$ cat src/rtl/microwave_pkg.sv
// Shared encodings and digit widths for the microwave cook-time controller.
package microwave_pkg;

  localparam int unsigned DIGIT_W          = 4;
  localparam int unsigned STATE_W          = 2;
  localparam int unsigned BEEP_CNT_W       = 4;
  localparam int unsigned BCD_MAX_ONES     = 9;
  localparam int unsigned BCD_MAX_SEC_TENS = 5;

  localparam logic [STATE_W-1:0] ST_IDLE    = 2'd0;
  localparam logic [STATE_W-1:0] ST_COOKING = 2'd1;
  localparam logic [STATE_W-1:0] ST_PAUSED  = 2'd2;
  localparam logic [STATE_W-1:0] ST_DONE    = 2'd3;

  typedef struct packed {
    logic [DIGIT_W-1:0] min_tens;
    logic [DIGIT_W-1:0] min_ones;
    logic [DIGIT_W-1:0] sec_tens;
    logic [DIGIT_W-1:0] sec_ones;
  } bcd_time_t;

endpackage

$ cat src/rtl/bcd_digit_down.sv
// One BCD digit of the mm:ss countdown: clear, shift-load, or decrement with wrap.
module bcd_digit_down
  import microwave_pkg::*;
#(
  parameter int unsigned WRAP = 9
) (
  input  logic               clk,
  input  logic               reset,
  input  logic               clear,
  input  logic               load_en,
  input  logic [DIGIT_W-1:0] load_val,
  input  logic               dec_en,
  output logic [DIGIT_W-1:0] digit,
  output logic               borrow_out
);

  logic [DIGIT_W-1:0] digit_q, digit_d;

  always_comb begin
    digit_d = digit_q;
    if (clear) begin
      digit_d = '0;
    end else if (load_en) begin
      digit_d = load_val;
    end else if (dec_en) begin
      digit_d = (digit_q == '0) ? DIGIT_W'(WRAP) : digit_q - DIGIT_W'(1);
    end
  end

  always_ff @(posedge clk) begin
    if (!reset) digit_q <= '0;
    else        digit_q <= digit_d;
  end

  assign digit      = digit_q;
  assign borrow_out = dec_en & (digit_q == '0);

endmodule

$ cat src/rtl/microwave_timer_ctrl.sv
// Microwave cook-time controller: keypad setpoint entry, 1 Hz countdown,
// IDLE/COOKING/PAUSED/DONE sequencing, magnetron gate and end-of-cook beeper.
module microwave_timer_ctrl
  import microwave_pkg::*;
#(
  parameter int unsigned BEEP_TICKS = 3
) (
  input  logic               clk,
  input  logic               reset,
  input  logic               tick,
  input  logic               key_valid,
  input  logic [DIGIT_W-1:0] key_digit,
  input  logic               start,
  input  logic               stop_clear,
  input  logic               door_closed,
  output logic [DIGIT_W-1:0] min_tens,
  output logic [DIGIT_W-1:0] min_ones,
  output logic [DIGIT_W-1:0] sec_tens,
  output logic [DIGIT_W-1:0] sec_ones,
  output logic [STATE_W-1:0] state,
  output logic               magnetron_on,
  output logic               beep
);

  logic [STATE_W-1:0]    state_q, state_d;
  logic [BEEP_CNT_W-1:0] beep_cnt_q, beep_cnt_d;
  logic                  mag_q, beep_q;
  logic                  clear_c, load_c, dec_c;
  logic                  borrow_so, borrow_st, borrow_mo, borrow_mt;
  logic                  key_ok, digits_zero, digits_one;
  bcd_time_t             time_c;

  assign time_c      = {min_tens, min_ones, sec_tens, sec_ones};
  assign digits_zero = (time_c == 16'h0000);
  assign digits_one  = (time_c == 16'h0001);
  assign key_ok      = key_valid && (key_digit <= 4'd9);

  // Next-state decode; branch order inside each state encodes input priority.
  always_comb begin
    state_d    = state_q;
    beep_cnt_d = beep_cnt_q;
    clear_c    = 1'b0;
    load_c     = 1'b0;
    dec_c      = 1'b0;
    case (state_q)
      ST_IDLE: begin
        if (stop_clear) begin
          clear_c = 1'b1;
        end else if (start) begin
          if (door_closed && !digits_zero) state_d = ST_COOKING;
        end else if (key_ok) begin
          load_c = 1'b1;
        end
      end
      ST_COOKING: begin
        if (stop_clear || !door_closed) begin
          state_d = ST_PAUSED;
        end else if (tick) begin
          dec_c = 1'b1;
          // A borrow out of min_tens would mean underflow; treat it as finished.
          if (digits_one || borrow_mt) state_d = ST_DONE;
        end
      end
      ST_PAUSED: begin
        if (stop_clear) begin
          state_d = ST_IDLE;
          clear_c = 1'b1;
        end else if (start && door_closed) begin
          state_d = ST_COOKING;
        end
      end
      ST_DONE: begin
        if (stop_clear || !door_closed) begin
          state_d    = ST_IDLE;
          beep_cnt_d = '0;
        end else if (tick) begin
          if (beep_cnt_q == BEEP_CNT_W'(BEEP_TICKS - 1)) begin
            state_d    = ST_IDLE;
            beep_cnt_d = '0;
          end else begin
            beep_cnt_d = beep_cnt_q + BEEP_CNT_W'(1);
          end
        end
      end
      default: state_d = ST_IDLE;
    endcase
  end

  always_ff @(posedge clk) begin
    if (!reset) begin
      state_q    <= ST_IDLE;
      beep_cnt_q <= '0;
      mag_q      <= 1'b0;
      beep_q     <= 1'b0;
    end else begin
      state_q    <= state_d;
      beep_cnt_q <= beep_cnt_d;
      mag_q      <= (state_d == ST_COOKING);
      beep_q     <= (state_d == ST_DONE);
    end
  end

  assign state        = state_q;
  assign magnetron_on = mag_q;
  assign beep         = beep_q;

  // Digit chain, least significant first; entry shifts each digit one place left.
  bcd_digit_down #(.WRAP(BCD_MAX_ONES)) u_sec_ones (
    .clk(clk), .reset(reset), .clear(clear_c), .load_en(load_c),
    .load_val(key_digit), .dec_en(dec_c),
    .digit(sec_ones), .borrow_out(borrow_so)
  );

  bcd_digit_down #(.WRAP(BCD_MAX_SEC_TENS)) u_sec_tens (
    .clk(clk), .reset(reset), .clear(clear_c), .load_en(load_c),
    .load_val(sec_ones), .dec_en(borrow_so),
    .digit(sec_tens), .borrow_out(borrow_st)
  );

  bcd_digit_down #(.WRAP(BCD_MAX_ONES)) u_min_ones (
    .clk(clk), .reset(reset), .clear(clear_c), .load_en(load_c),
    .load_val(sec_tens), .dec_en(borrow_st),
    .digit(min_ones), .borrow_out(borrow_mo)
  );

  bcd_digit_down #(.WRAP(BCD_MAX_ONES)) u_min_tens (
    .clk(clk), .reset(reset), .clear(clear_c), .load_en(load_c),
    .load_val(min_ones), .dec_en(borrow_mo),
    .digit(min_tens), .borrow_out(borrow_mt)
  );

endmodule

$ cat config.mk
export PLATFORM = sky130hd
export DESIGN_NAME = microwave_timer_ctrl
export DESIGN_NICKNAME = d
export VERILOG_FILES = /design/src/rtl/microwave_pkg.sv /design/src/rtl/bcd_digit_down.sv /design/src/rtl/microwave_timer_ctrl.sv
export SDC_FILE = /design/constraint.sdc
export NUM_CORES = 1
export LEC_CHECK = 0
export CAP_MARGIN = 0
export CORE_ASPECT_RATIO = 1.5
export CORE_MARGIN = 5
export CORE_UTILIZATION = 53
export DETAILED_ROUTE_END_ITERATION = 8
export GPL_TIMING_DRIVEN = 0
export PLACE_DENSITY_LB_ADDON = 0.12
export SETUP_SLACK_MARGIN = 0.3
export SLEW_MARGIN = 20
export SYNTH_ARGS = -nofsm -noshare
export SYNTH_HDL_FRONTEND = slang
export SYNTH_HIERARCHICAL = 1
export SYNTH_SLANG_ARGS = --single-unit
export TNS_END_PERCENT = 5
$ cat constraint.sdc
create_clock -name clk -period 7.3 [get_ports clk]
set_input_delay 1.46 -clock clk [delete_from_list [all_inputs] [get_ports clk]]
set_output_delay 1.46 -clock clk [all_outputs]
set_load 0.01 [all_outputs]
# == After elaboration in Yosys (flattened, before gate mapping) ==
# Cells that the tools add are included.
# totals
elab_cells,83
output_inout_bits,20
input_bits,11
ff_bits,24
# op_classes
n_mux,36
eq_ne,7
n_lt_le_gt_ge,1
bitwise,5
addsub,5
n_reduce_logical,21
# ops
operator,count
two-way mux 4 bit,15
two-way mux 2 bit,11
"== test 16 x 1 -> 1 bit, second input constant",1
logical NOT 16 bit,1
logical NOT 4 bit,4
"subtractor 4 x 1 -> 4 bit, second input constant",4
nonzero test 2 bit,5
two-way mux 1 bit,9
one-hot mux 2 bit (4 select lines),1
"== test 2 bit, second input constant",3
"adder 4 x 1 -> 4 bit, second input constant",1
bitwise AND 1 bit,4
"== test 2 x 1 -> 1 bit, second input constant",2
"== test 4 x 2 -> 1 bit, second input constant",1
"<= comparator 4 bit, second input constant",1
OR reduction 2 bit,2
logical AND 1 bit,3
logical NOT 1 bit,2
logical NOT 2 bit,1
logical OR 1 bit,2
AND reduction 2 bit,1
inverter 1 bit,1

# == Logic depth before layout (Yosys ltp) ==
# depth
depth_word,14
mapped_depth,14
mapped_depth_nobuf,14

# == Hierarchy ==
# Netlist, hierarchy kept.
# modules_own_cells
mod,n_inst,cells_per_inst,seq_area_each_um2,area_each_um2
bcd_digit_down (u_min_ones ...),3,25,80.1,222.7
microwave_timer_ctrl,1,61,160.2,521.8
bcd_digit_down (u_sec_tens),1,23,80.1,196.4

# == Worst setup path before layout ==
# OpenSTA, ideal clock, no wires.
# synth_path
path_type,input to register
startpoint,in door_closed
endpoint,"reg beep_q, in the netlist beep"
setup_slack_ns,2.553
setup_time_ns,0.060
t_arrival_ns,4.687
cell_stages,14
required_ns,7.240
path_buffers,0
cell_sequence,nor2b_1 -> and3_1 -> or3b_1 -> nor3_1 -> nand2b_1 -> nor4_1 -> or3b_1 -> nor3_1 -> or3b_1 -> nor3_1 -> a21oi_1 -> o21ai_0 -> a211o_1 -> and3b_1
# synth_via
elab_chain_len,14
elab_cells_between_ends,22
cone_classes,1 x eq/ne; 12 x mux; 4 x bitwise; 5 x reduce/logical
# synth_rtl
element,line_no,source
"start, declared",microwave_timer_ctrl.sv:15,"input logic door_closed,"
logical NOT 1 bit,microwave_timer_ctrl.sv:56,if (stop_clear || !door_closed) begin
logical OR 1 bit,microwave_timer_ctrl.sv:56,
two-way mux 1 bit,microwave_timer_ctrl.sv:56,
two-way mux 1 bit,microwave_timer_ctrl.sv:45,case (state_q)
net dec_c,microwave_timer_ctrl.sv:28,"logic clear_c, load_c, dec_c;"
bitwise AND 1 bit,bcd_digit_down.sv:36,assign borrow_out = dec_en & (digit_q == '0);
net borrow_so,microwave_timer_ctrl.sv:29,"logic borrow_so, borrow_st, borrow_mo, borrow_mt;"
bitwise AND 1 bit,bcd_digit_down.sv:36,
net borrow_st,microwave_timer_ctrl.sv:29,
[1 not listed],--,
net borrow_mo,microwave_timer_ctrl.sv:29,
bitwise AND 1 bit,bcd_digit_down.sv:36,
net borrow_mt,microwave_timer_ctrl.sv:29,
logical OR 1 bit,microwave_timer_ctrl.sv:61,if (digits_one || borrow_mt) state_d = ST_DONE;
two-way mux 2 bit,microwave_timer_ctrl.sv:61,
two-way mux 2 bit,microwave_timer_ctrl.sv:58,end else if (tick) begin
two-way mux 2 bit,microwave_timer_ctrl.sv:56,
one-hot mux 2 bit (4 select lines),microwave_timer_ctrl.sv:45,
== test 2 bit,microwave_timer_ctrl.sv:99,beep_q <= (state_d == ST_DONE);
"end signal, assigned",microwave_timer_ctrl.sv:99,
"end, declared",microwave_timer_ctrl.sv:27,"logic mag_q, beep_q;"
# The timed path passes the listed nets, and every way through them passes these cells.
# A chain may end at the register's enable or synchronous reset.

# == Final worst setup path ==
# Same ends and word-level chain as after synthesis.

==> impl_metrics.toml <==
[outcome]
status = "complete, no violations"

[setup_path]
slowest_stage = "clkdlybuf4s50_1"
critical_path.cell_chain = "clkdlybuf4s50_1 -> nor2b_1 -> and3_1 -> or3b_1 -> nor3_1 -> nand2b_1 -> nor4_1 -> or3b_1 -> nor3_1 -> or3b_1 -> nor3_1 -> a21oi_1 -> o21ai_0 -> a211o_1 -> and3b_1"
path_max_fanout = 4
critPathRequiredTime_ns = 7.56
worst-path-buf-inv = 1
worstSetupEndpointType = "register"
cp-start-kind = "input port"
slowest_delay_ns = 0.53
crit_type = "input port to register"
cp.arrival_ns = 5.90
worst_path_dominant_cell_family = "simple AND/OR/NAND/NOR gates"

[yosys]
synth_edf_count = 0
synth_area_leaders = "dfxtp_1 (35%), nand2_1 (5.4%), a21oi_1 (4.7%), nand2b_1 (4.1%), a221oi_2 (3.2%)"
syn_area_sq_mm = 0.001386
synth_top_area_cell = "dfxtp_1"
ys_ff_latch = 24
syn_nets = 172
synth_ff_type = "dfxtp_1"
synth.avg_cell_area_sq_um = 8.719
synth_top_area_share = 0.3466
synthDistinctLibCells = 41
synthTopCellsByCount = "dfxtp_1 (24), nand2_1 (20), a21oi_1 (13)"
ys_seq_area_frac = 0.3466
synth_cells = 159
yosys_warnings = 6
yosysMostFrequentCell = "dfxtp_1"
synthArstFlopShare = 0

[power]
power.switching_uw = 54.14
cell_internal_pwr_uw = 164.7
p_per_area_mw_per_mm2 = 125.8
ir_drop_mv = 0.09520
power_frac_clock = 0.263
p_seq_frac = 0.618
p_total_uw = 218.9
power_frac_comb = 0.119
switching_share = 0.2474
p_leak_uw = 0.0006296

[detailed_routing]
dr.pass1.iters = 4
initialDrtViolationCount = 29
wl_met3_um = 91
wl_met1_um = 1220
vias = 1284
postRouteAntennaNets = 0
wl_per_cell_um = 14.83
drc = 0
wl_met2_um = 1860
avgViaCountPerCell = 5.944
wl_um = 3204
top_layer = "met4"

[sta]
hold_viol_final = 0
setup_viol = 0
fin_crit_ns = 5.636
fin_setup_tns_ns = 0
fin_crit_sh = 0.7720
report.final.slew_viol_count = 0
clock-skew-final_ns = 0.004918
max_freq_mhz = 177.4
rsz0062_at_grt = "false"
tightest_slew_ns = 0.6264
slew_headroom = 0.5824
hold_ws_ns = 0.5621

[die]
start_util = 0.5596
die_w_um = 51.76
core_area_sq_mm = 0.002477
fp.dieH_um = 72.64
floorplan.die_area_sq_mm = 0.003760
rows = 22
ios = 31

[clocking]
cts-root-buf = "clkbuf_4"
cts_max_path_buffers = 2
cts_tree = "built"
cts_made_buffers = 3
worstSkewPairLatency_ns = 0.31
clkSinkCount = 24
cts.repair.resized = 0
cts_hold_buf = 0
cts_setup_buffers = 0
h-tree-depth = 1
clkTransAtPathRegs_ns = 0.13

[placed_design]
portBuffers = 30
dp_hpwl_um = 2593
gp_congestion = 0.8634
dp_cells = 213

[flow_run]
cap_viol_max_count = 0

[cells_and_area]
utilization = 0.7020
antenna_cells = 0
area_growth_syn_to_layout_pct = 25.45
final_nets = 207
fin_cells = 216
nFillCells = 208
drive_gt1_frac = 0.09375

[global_routing]
grt_max_degree = 18
grt_usage = 0.1830
grt_antenna_before_repair = 0
grt_pass1_wl_um = 5409
gr-total-overflow = 0
grt_pass1_vias = 1291

[min_path]
hold_class = "register to register"
==> path summary, 6_finish.rpt <==
| path | startpoint | end | slack (ns) | cells past startpoint |
|---|---|---|---|---|
| max | door_closed | beep | 1.66 | 15 |
| min | beep_cnt_q[2] | beep_cnt_q[2] | 0.56 | 2 |
| max reg2reg | state[0] | beep | 2.95 | 14 |
| min reg2reg | beep_cnt_q[2] | beep_cnt_q[2] | 0.56 | 2 |
==> cells by family after synthesis <==
logic type | Yosys count | share of synthesized area
DFF | 24 | 0.3466
xor gates and xnor gates | 8 | 0.05054
and+or+nand+nor | 74 | 0.3267
AOI/OAI and AO/OA | 42 | 0.2338
buffers and inverters | 9 | 0.02437
adders and majority gates | 2 | 0.01805
==> registers in the layout, indices dropped and copies added (netlist names) <==
register,cells
beep_cnt_q,4
u_min_ones/digit,4
u_min_tens/digit,4
u_sec_ones/digit,4
u_sec_tens/digit,4
state,2
beep,1
magnetron_on,1
==> per-layer routing <==
metal  GRT usage  up-vias
li1            -      643
met1      0.1823      618
met2      0.3669       19
met3     0.02249        4
met4     0.06997        0
met5           0        -
==> worst reg2reg max path, delay by kind of cell, from the launching register on <==
kind	cells	cell delay, ns
AND/OR/NAND/NOR	11	3.45
flip-flops	1	0.45
AO/OA/AOI/OAI	3	0.41
==> through the flow <==
step                      setup slack (ns)  area, sq um
final                                1.664         1739
after global routing                 1.309         1739
after CTS                            1.664         1739
after detailed placement             1.394         1717
after global placement               1.469         1717
after floorplan                      2.553         1386
==> cell type report <==
type	count	area, sq um	share of cell area
Multi-Input combinational cell	126	872.1	0.5014
Sequential cell	24	480.5	0.2763
Timing Repair Buffer	30	300.3	0.1727
Inverter	9	33.78	0.01942
Tap cell	24	30.03	0.01727
Clock buffer	3	22.52	0.01295
==> layout by cell type (no fill, tap or decap), types with 2 or more instances in the layout <==
| cell | n |
|---|---|
| clkdlybuf4s50_1 | 30 |
| dfxtp_1 | 24 |
| nand2_1 | 20 |
| a21oi_1 | 13 |
| nor2_1 | 11 |
| inv_1 | 9 |
| nand2b_1 | 9 |
| nor2b_1 | 6 |
| o21ai_0 | 5 |
| nor3_1 | 5 |
| or3b_1 | 4 |
| xor2_1 | 4 |
| xnor2_1 | 4 |
| nor4_2 | 3 |
| and2_1 | 3 |
| clkbuf_4 | 3 |
| o21bai_1 | 3 |
| a221oi_2 | 3 |
| nor4b_2 | 3 |
| a211oi_2 | 3 |
| a311oi_1 | 3 |
| o211ai_1 | 2 |
| ha_1 | 2 |
==> power by group through the flow <==
stage / Combinational, uW / Sequential [uW] / Clock, uW
final: 26.0 / 135 / 57.6
after global routing: 28.2 / 136 / 65.8
after CTS: 26.1 / 135 / 60.9
after detailed placement: 26.0 / 138 / 0
after floorplan: 12.4 / 138 / 0
after global placement: 25.3 / 138 / 0
No activity file was read; power rests on OpenSTA's default activity.
